$ cat config.mk
export PLATFORM = sky130hd
export DESIGN_NAME = serial_adder
export DESIGN_NICKNAME = d
export VERILOG_FILES = /design/src/rtl/dlcd_pkg.sv /design/src/rtl/fa_cell.sv /design/src/rtl/serial_adder.sv
export SDC_FILE = /design/constraint.sdc
export NUM_CORES = 1
export LEC_CHECK = 0
export CORE_UTILIZATION = 49
export CTS_CLUSTER_DIAMETER = 30
export CTS_CLUSTER_SIZE = 25
export DETAILED_ROUTE_END_ITERATION = 16
export PLACE_DENSITY = 0.76
export SYNTH_ARGS = -nofsm -noshare
export SYNTH_HDL_FRONTEND = slang
export SYNTH_HIERARCHICAL = 1
export SYNTH_SLANG_ARGS = --single-unit
$ cat constraint.sdc
create_clock -name clk -period 1.4 [get_ports clk]
set_input_delay 0.28 -clock clk [delete_from_list [all_inputs] [get_ports clk]]
set_output_delay 0.28 -clock clk [all_outputs]
set_load 0.01 [all_outputs]
$ cat src/rtl/dlcd_pkg.sv
// Shared definitions for the bit-serial datapath blocks: FSM state encoding and width limits.
package dlcd_pkg;
   localparam logic ST_IDLE        = 1'b0;
   localparam logic ST_RUN         = 1'b1;
   localparam int   DLCD_MAX_WIDTH = 32;

   typedef enum logic {
      S_IDLE = ST_IDLE,
      S_RUN  = ST_RUN
   } state_t;
endpackage

$ cat src/rtl/fa_cell.sv
// Single-bit full adder, purely combinational; the one arithmetic cell the serial adder reuses every bit.
module fa_cell (
   input  logic a,
   input  logic b,
   input  logic c,
   output logic sum,
   output logic carry
);
   assign sum   = a ^ b ^ c;
   assign carry = (a & b) | (a & c) | (b & c);
endmodule

$ cat src/rtl/serial_adder.sv
// Bit-serial WIDTH-bit adder: loads on start, adds one bit per clock LSB first, done pulses one cycle after the last bit.
// Optional subtract mode (sub port, inverted B and carry-in) is compiled in with SERIAL_ADDSUB_EN.
module serial_adder
   import dlcd_pkg::*;
#(
   parameter int WIDTH = 4
) (
   input  logic             clk,
   input  logic             rst_n,
   input  logic             start,
   input  logic [WIDTH-1:0] a,
   input  logic [WIDTH-1:0] b,
   input  logic             cin,
`ifdef SERIAL_ADDSUB_EN
   input  logic             sub,
`endif
   output logic             busy,
   output logic             done,
   output logic [WIDTH-1:0] sum,
   output logic             cout
);
   localparam int CW = $clog2(WIDTH + 1);
   localparam logic [CW-1:0] CNT_LAST = CW'(WIDTH - 1);

   if (WIDTH < 2 || WIDTH > DLCD_MAX_WIDTH) begin : g_bad_width
      $error("serial_adder: WIDTH out of range");
   end

   state_t           state_q, state_d;
   logic [WIDTH-1:0] a_sr_q, a_sr_d;
   logic [WIDTH-1:0] b_sr_q, b_sr_d;
   logic [WIDTH-1:0] sum_sr_q, sum_sr_d;
   logic             carry_q, carry_d;
   logic [CW-1:0]    cnt_q, cnt_d;
   logic [WIDTH-1:0] sum_q, sum_d;
   logic             cout_q, cout_d;
   logic             done_q, done_d;
   logic             fa_s, fa_c;
   logic             load_inv;

`ifdef SERIAL_ADDSUB_EN
   assign load_inv = sub;
`else
   assign load_inv = 1'b0;
`endif

   fa_cell u_fa (
      .a     (a_sr_q[0]),
      .b     (b_sr_q[0]),
      .c     (carry_q),
      .sum   (fa_s),
      .carry (fa_c)
   );

   always_comb begin
      state_d  = state_q;
      a_sr_d   = a_sr_q;
      b_sr_d   = b_sr_q;
      sum_sr_d = sum_sr_q;
      carry_d  = carry_q;
      cnt_d    = cnt_q;
      sum_d    = sum_q;
      cout_d   = cout_q;
      done_d   = 1'b0;
      if (state_q == S_IDLE) begin
         if (start) begin
            a_sr_d  = a;
            b_sr_d  = b ^ {WIDTH{load_inv}};
            carry_d = cin ^ load_inv;
            cnt_d   = '0;
            state_d = S_RUN;
         end
      end else begin
         a_sr_d   = a_sr_q >> 1;
         b_sr_d   = b_sr_q >> 1;
         sum_sr_d = {fa_s, sum_sr_q[WIDTH-1:1]};
         carry_d  = fa_c;
         cnt_d    = cnt_q + CW'(1);
         // After WIDTH shifts the first sum bit has reached the LSB.
         if (cnt_q == CNT_LAST) begin
            sum_d   = sum_sr_d;
            cout_d  = fa_c;
            done_d  = 1'b1;
            state_d = S_IDLE;
         end
      end
   end

   always_ff @(posedge clk or negedge rst_n) begin
      if (!rst_n) begin
         state_q  <= S_IDLE;
         a_sr_q   <= '0;
         b_sr_q   <= '0;
         sum_sr_q <= '0;
         carry_q  <= 1'b0;
         cnt_q    <= '0;
         sum_q    <= '0;
         cout_q   <= 1'b0;
         done_q   <= 1'b0;
      end else begin
         state_q  <= state_d;
         a_sr_q   <= a_sr_d;
         b_sr_q   <= b_sr_d;
         sum_sr_q <= sum_sr_d;
         carry_q  <= carry_d;
         cnt_q    <= cnt_d;
         sum_q    <= sum_d;
         cout_q   <= cout_d;
         done_q   <= done_d;
      end
   end

   // The oldest sum bit falls off the end of the shift register and is never needed.
   logic unused_sum_lsb;
   assign unused_sum_lsb = sum_sr_q[0];

   assign busy = (state_q == S_RUN);
   assign done = done_q;
   assign sum  = sum_q;
   assign cout = cout_q;
endmodule
==> results.py, run 1 <==
metrics = {
    "sta": {
        "rsz0062_at_grt": "no",
        "maxSlewHeadroom_pct": 81.5,
        "worst_pin_slew_ps": 278,
        "hold_violations": 0,
        "finalSetupTns_ps": 0,
        "setup_violations": 0,
        "fin_crit_ps": 1350,
        "post-route-period-util_pct": 96.1,
        "skew_ps": 12.2,
        "fmax_mhz": 743,
        "final-max-slew-violation-count": 0,
    },
    "critical_path": {
        "cp.buffers_inverters": 0,
        "critPathLaunchType": "flip-flop",
        "endpoint_kind": "flip-flop",
        "cp.arrival_ps": 1550,
        "crit_slowest_cell": "dfrtp_1",
        "path_max_fanout": 6,
        "path_cells": "ha_2 -> ha_2 -> nand2_4 -> mux2_4",
        "crit_type": "flip-flop to flip-flop",
        "cp.required_ps": 1600,
        "crit_top_cell": "ha_2",
        "critPathMaxStageDelay_ps": 420,
        "cp_top_family": "flip-flops",
        "r2r_slack_ps": 50,
    },
    "floorplanning": {
        "ioPinCount": 19,
        "die_height_um": 46.2,
        "die_w_um": 46.2,
        "row_count": 15,
        "initial_core_util_pct": 53.7,
        "die_area_sq_um": 2130,
        "design.core.area_sq_um": 1780,
    },
    "layout": {
        "layout_commonest_cell": "dfrtp_1",
        "nets": 109,
        "final_cell_mix": "dfrtp_1 (22), clkdlybuf4s50_1 (11), mux2i_1 (10)",
        "area_delta_synth_final_pct": 27.8,
        "final_core_util_pct": 68.6,
        "stdcell_count": 118,
        "diodes": 0,
        "drive_above_1_share_pct": 19.4,
    },
    "grt": {
        "antenna_found_initial": 0,
        "grt_first_pass_wirelength_mm": 2.57,
        "grt_pass1_vias": 604,
        "grt_remaining_overflow": 0,
        "grt_usage_pct": 17.2,
        "grt_max_degree": 26,
    },
    "clock_tree": {
        "postCtsSetupBuffers": 0,
        "numCtsBuffers": 3,
        "clk_latency_ps": 310,
        "htreeDepth": 1,
        "cts_root_buf": "clkbuf_4",
        "clock-sinks": 22,
        "clkTransAtPathRegs_ps": 130,
        "clockBufferDepth": 2,
        "cts_tree": "done",
    },
    "power": {
        "power_density_nw_per_um2": 1920,
        "pwr-share-comb_pct": 35.4,
        "p_sw_uw": 692,
        "p_seq_share_pct": 43.8,
        "switching_share_pct": 29.5,
        "pwr-share-clk_pct": 20.8,
        "power.leakage_nw": 0.617,
        "max-vdd-ir-drop_uv": 984,
        "intPower_mw": 1.66,
    },
    "flow_run": {
        "drv_cap": 0,
    },
    "place": {
        "place_inst": 114,
        "dp_hpwl_mm": 1.05,
        "port_buffers": 18,
        "gp_congestion": 0.695,
    },
    "yosys": {
        "syn_nets": 87,
        "synth.avg_cell_area_sq_um": 13.3,
        "postSynthCellCount": 72,
        "ys_types": 17,
        "yosysWarningCount": 6,
        "syn_area_sq_um": 957,
        "yosysSeqAreaShare_pct": 57.5,
        "synth_seq_cells": 22,
    },
    "detailed_routing": {
        "drc": 0,
        "wl_mm": 1.50,
        "routed_via_density": 5.08,
        "avgRoutedWirePerCell_um": 12.7,
        "dr.pass1.iters": 2,
        "vias": 599,
        "drt-initial-drc-count": 5,
        "ant_nets": 0,
    },
    "outcome": {
        "status": "finished clean",
    },
    "min_path": {
        "hold_class": "input port to async pin",
    },
}
[power groups by stage]
| stage | Combinational, mW | Sequential [mW] | Clock, mW |
|---|---|---|---|
| after floorplan | 0.561 | 1.05 | 0 |
| after global placement | 0.858 | 1.03 | 0 |
| after detailed placement | 0.895 | 1.05 | 0 |
| after CTS | 0.844 | 1.03 | 0.493 |
| after global routing | 0.940 | 1.06 | 0.513 |
| final | 0.831 | 1.03 | 0.489 |
[cell usage after synthesis]
master | number | area [sq um]
a21oi_1 | 1 | 5.00
a22o_1 | 2 | 17.5
buf_2 | 2 | 10.0
buf_4 | 1 | 7.51
buf_6 | 1 | 11.3
dfrtp_1 | 22 | 551
fa_1 | 1 | 20.0
ha_1 | 2 | 25.0
inv_1 | 3 | 11.3
mux2_2 | 3 | 33.8
mux2_4 | 5 | 75.1
mux2i_1 | 10 | 100
nand2_1 | 7 | 26.3
nand2_4 | 1 | 11.3
nand2b_1 | 1 | 6.26
nor2_1 | 3 | 11.3
o21ai_0 | 7 | 35.0
[kinds of logic (layout without fill, tap and decap cells)]
| family | Yosys count | count (layout) | share of synthesized area (%) |
|---|---|---|---|
| and+or+nand+nor | 12 | 12 | 5.75 |
| AOI/OAI and AO/OA | 10 | 10 | 6.01 |
| adders and majority gates | 3 | 3 | 4.71 |
| muxes | 18 | 18 | 21.8 |
| buffers and inverters | 7 | 28 | 4.18 |
| DFF | 22 | 22 | 57.5 |
[per-stage QoR]
step                setup WS [ps]  instance area (sq um)  hold WS [ps]  power [mW]
floorplan                    83.8                    957         -15.6        1.61
detailed placement           5.87                   1170           476        1.94
finish                       54.1                   1220           291        2.35
global route                 9.70                   1220           309        2.52
global placement             51.8                   1170           464        1.89
CTS                          22.5                   1220           298        2.37
[flip-flops by register name (all words and copies together) (netlist names)]
name      cells
cnt_q         3
busy          1
sum           4
sum_sr_q      3
done          1
cout          1
carry_q       1
a_sr_q        4
b_sr_q        4
[path summary, 6_finish.rpt]
kind	startpoint	endpoint	cells past startpoint
worst max-delay path	cnt_q[1]	cout	4
worst min register to register	a_sr_q[1]	a_sr_q[0]	2
worst max register to register	cnt_q[1]	cout	4
max in group asynchronous	rst_n	b_sr_q[1]	2
worst min-delay path	rst_n	cnt_q[1]	2
min in group clk	a_sr_q[1]	a_sr_q[0]	2
[layer usage]
layer  track usage, %  share of wire [%]  vias up  wire length (um)
li1                 -                  -      286                 -
met5                0                  0        -                 0
met2             29.6                 49       18               736
met1             21.5                 46      292               691
met3             3.53                3.5        3                52
met4             5.29                1.0        0                15
[area by class of cell]
type	instances	area [sq um]
multi-input combinational	43	372
inverter	3	11.3
timing repair buffer	21	206
tap	25	31.3
fill	144	559
clock buffer	3	22.5
sequential	22	551
clock inverter	1	30.0
[repair_timing]
action / in CTS / in global routing
hold endpoints to repair: 0 / 0
hold buffers: 0 / 0
pin swaps: 0 / 1
gates resized for setup: 8 / 1
endpoints found under the setup margin: 12 / 5
No activity file was read; power rests on OpenSTA's default activity.
==> run 2, diff against run 1 <==
Settings changed: CORE_UTILIZATION 49 to 30, PLACE_DENSITY 0.76 to default.
==> results.py, run 2 (synthesis gave the netlist of run 1 again) <==
metrics = {
    "outcome": {
        "status": "finished clean",
    },
    "sta": {
        "worst_pin_slew_ps": 273,
        "fmax_mhz": 747,
        "setup_violations": 0,
        "post-route-period-util_pct": 95.7,
        "skew_ps": 17.7,
        "final-max-slew-violation-count": 0,
        "hold_violations": 0,
        "fin_crit_ps": 1340,
        "maxSlewHeadroom_pct": 81.8,
        "whs_ps": 298,
    },
    "grt": {
        "grt_pass1_vias": 625,
        "grt_first_pass_wirelength_mm": 2.72,
        "grt_usage_pct": 10.6,
        "antenna_found_initial": 0,
        "grt_remaining_overflow": 0,
        "grt_max_degree": 26,
    },
    "layout": {
        "layout_commonest_cell": "dfrtp_1",
        "area_delta_synth_final_pct": 30.8,
        "nets": 110,
        "diodes": 0,
        "drive_above_1_share_pct": 19.1,
        "stdcell_count": 138,
        "stdcell_area_sq_um": 1250,
        "final_cell_mix": "dfrtp_1 (22), clkdlybuf4s50_1 (11), mux2i_1 (10)",
        "nFillCells": 287,
    },
    "floorplanning": {
        "die_height_um": 58.5,
        "initial_core_util_pct": 31.6,
        "row_count": 20,
        "ioPinCount": 19,
        "design.core.area_sq_um": 3030,
        "die_w_um": 58.5,
        "die_area_sq_um": 3420,
    },
    "min_path": {
        "hold_class": "input port to async pin",
    },
    "detailed_routing": {
        "vias": 583,
        "drt-initial-drc-count": 6,
        "routed_via_density": 4.22,
        "dr.pass1.iters": 4,
        "avgRoutedWirePerCell_um": 10.9,
        "wl_mm": 1.51,
        "ant_nets": 0,
        "drc": 0,
    },
    "critical_path": {
        "r2r_slack_ps": 60,
        "critPathLaunchType": "flip-flop",
        "crit_type": "flip-flop to flip-flop",
        "path_max_fanout": 6,
        "cp.arrival_ps": 1550,
        "endpoint_kind": "flip-flop",
        "cp.required_ps": 1610,
    },
    "place": {
        "port_buffers": 18,
        "place_inst": 133,
        "dpl_cell_area_sq_um": 1200,
        "gp_congestion": 0.714,
        "dp_hpwl_mm": 1.09,
    },
    "flow_run": {
        "drv_cap": 0,
    },
    "clock_tree": {
        "htreeDepth": 1,
        "clockBufferDepth": 2,
        "clkTransAtPathRegs_ps": 130,
        "clock-sinks": 22,
        "numCtsBuffers": 3,
        "cts_tree": "done",
        "clk_latency_ps": 310,
        "cts_root_buf": "clkbuf_4",
    },
    "power": {
        "power.leakage_nw": 0.623,
        "power_density_nw_per_um2": 1870,
        "max-vdd-ir-drop_uv": 948,
    },
}
[run 2: cell count changes in the layout (fill, tap and decap cells not counted)]
cell and delta:
buf_4 +1, ha_2 -1, ha_1 +1
[run 2: worst paths after layout]
path	from	to	cells past startpoint
max	cnt_q[0]	sum[3]	4
max reg2reg	cnt_q[0]	sum[3]	4
min reg2reg	b_sr_q[1]	b_sr_q[0]	2
min	rst_n	done	2
min in group clk	b_sr_q[1]	b_sr_q[0]	2
max in group asynchronous	rst_n	b_sr_q[1]	2
[run 2: metrics by stage]
step           TNS (ps)  util [%]  setup WS (ps)  power [mW]
4_1_cts               0      41.0           16.8        2.35
3_5_place_dp          0      39.6           15.4        1.93
5_1_grt           -8.07      41.4          -6.11        2.51
2_1_floorplan         0         -           83.8        1.61
3_3_place_gp          0      39.6           40.6        1.89
6_report              0      41.4           60.7        2.34
[run 2: final cells by class]
class | count | area, sq um | area share [%]
timing repair buffer | 22 | 214 | 17.1
tap | 44 | 55.1 | 4.40
clock buffer | 3 | 22.5 | 1.80
sequential | 22 | 551 | 44.0
clock inverter | 1 | 30.0 | 2.40
inverter | 3 | 11.3 | 0.899
multi-input combinational | 43 | 369 | 29.5
[run 2: worst max-delay path: stages, from the launching register on]
cell and delay [ps]:
dfrtp_1 420, ha_1 210, ha_2 190, nand2_4 120
mux2_4 310
[run 2: what timing repair did]
item	CTS	global route
hold buffers	0	0
buffers inserted	0	1
hold endpoints to repair	0	0
resized for setup	7	1
endpoints found under the setup margin	7	5
[run 2: routing by layer]
metal	vias to the layer above	routed length, um	track usage [%]
li1	291	-	-
met2	18	700	17.9
met4	0	19	3.06
met5	-	0	0
met3	2	85	3.96
met1	272	705	12.6
[run 2: power breakdown]
group / switching (mW) / internal, mW
Sequential: 0.141 / 0.885
Combinational: 0.352 / 0.490
Clock: 0.188 / 0.289
Total: 0.681 / 1.66
==> run 3, diff against run 2 <==
Settings changed: CTS_CLUSTER_SIZE 25 to 8.
==> results of run 3 <==
Final layout, timing and power as in run 2 (identical DEF).
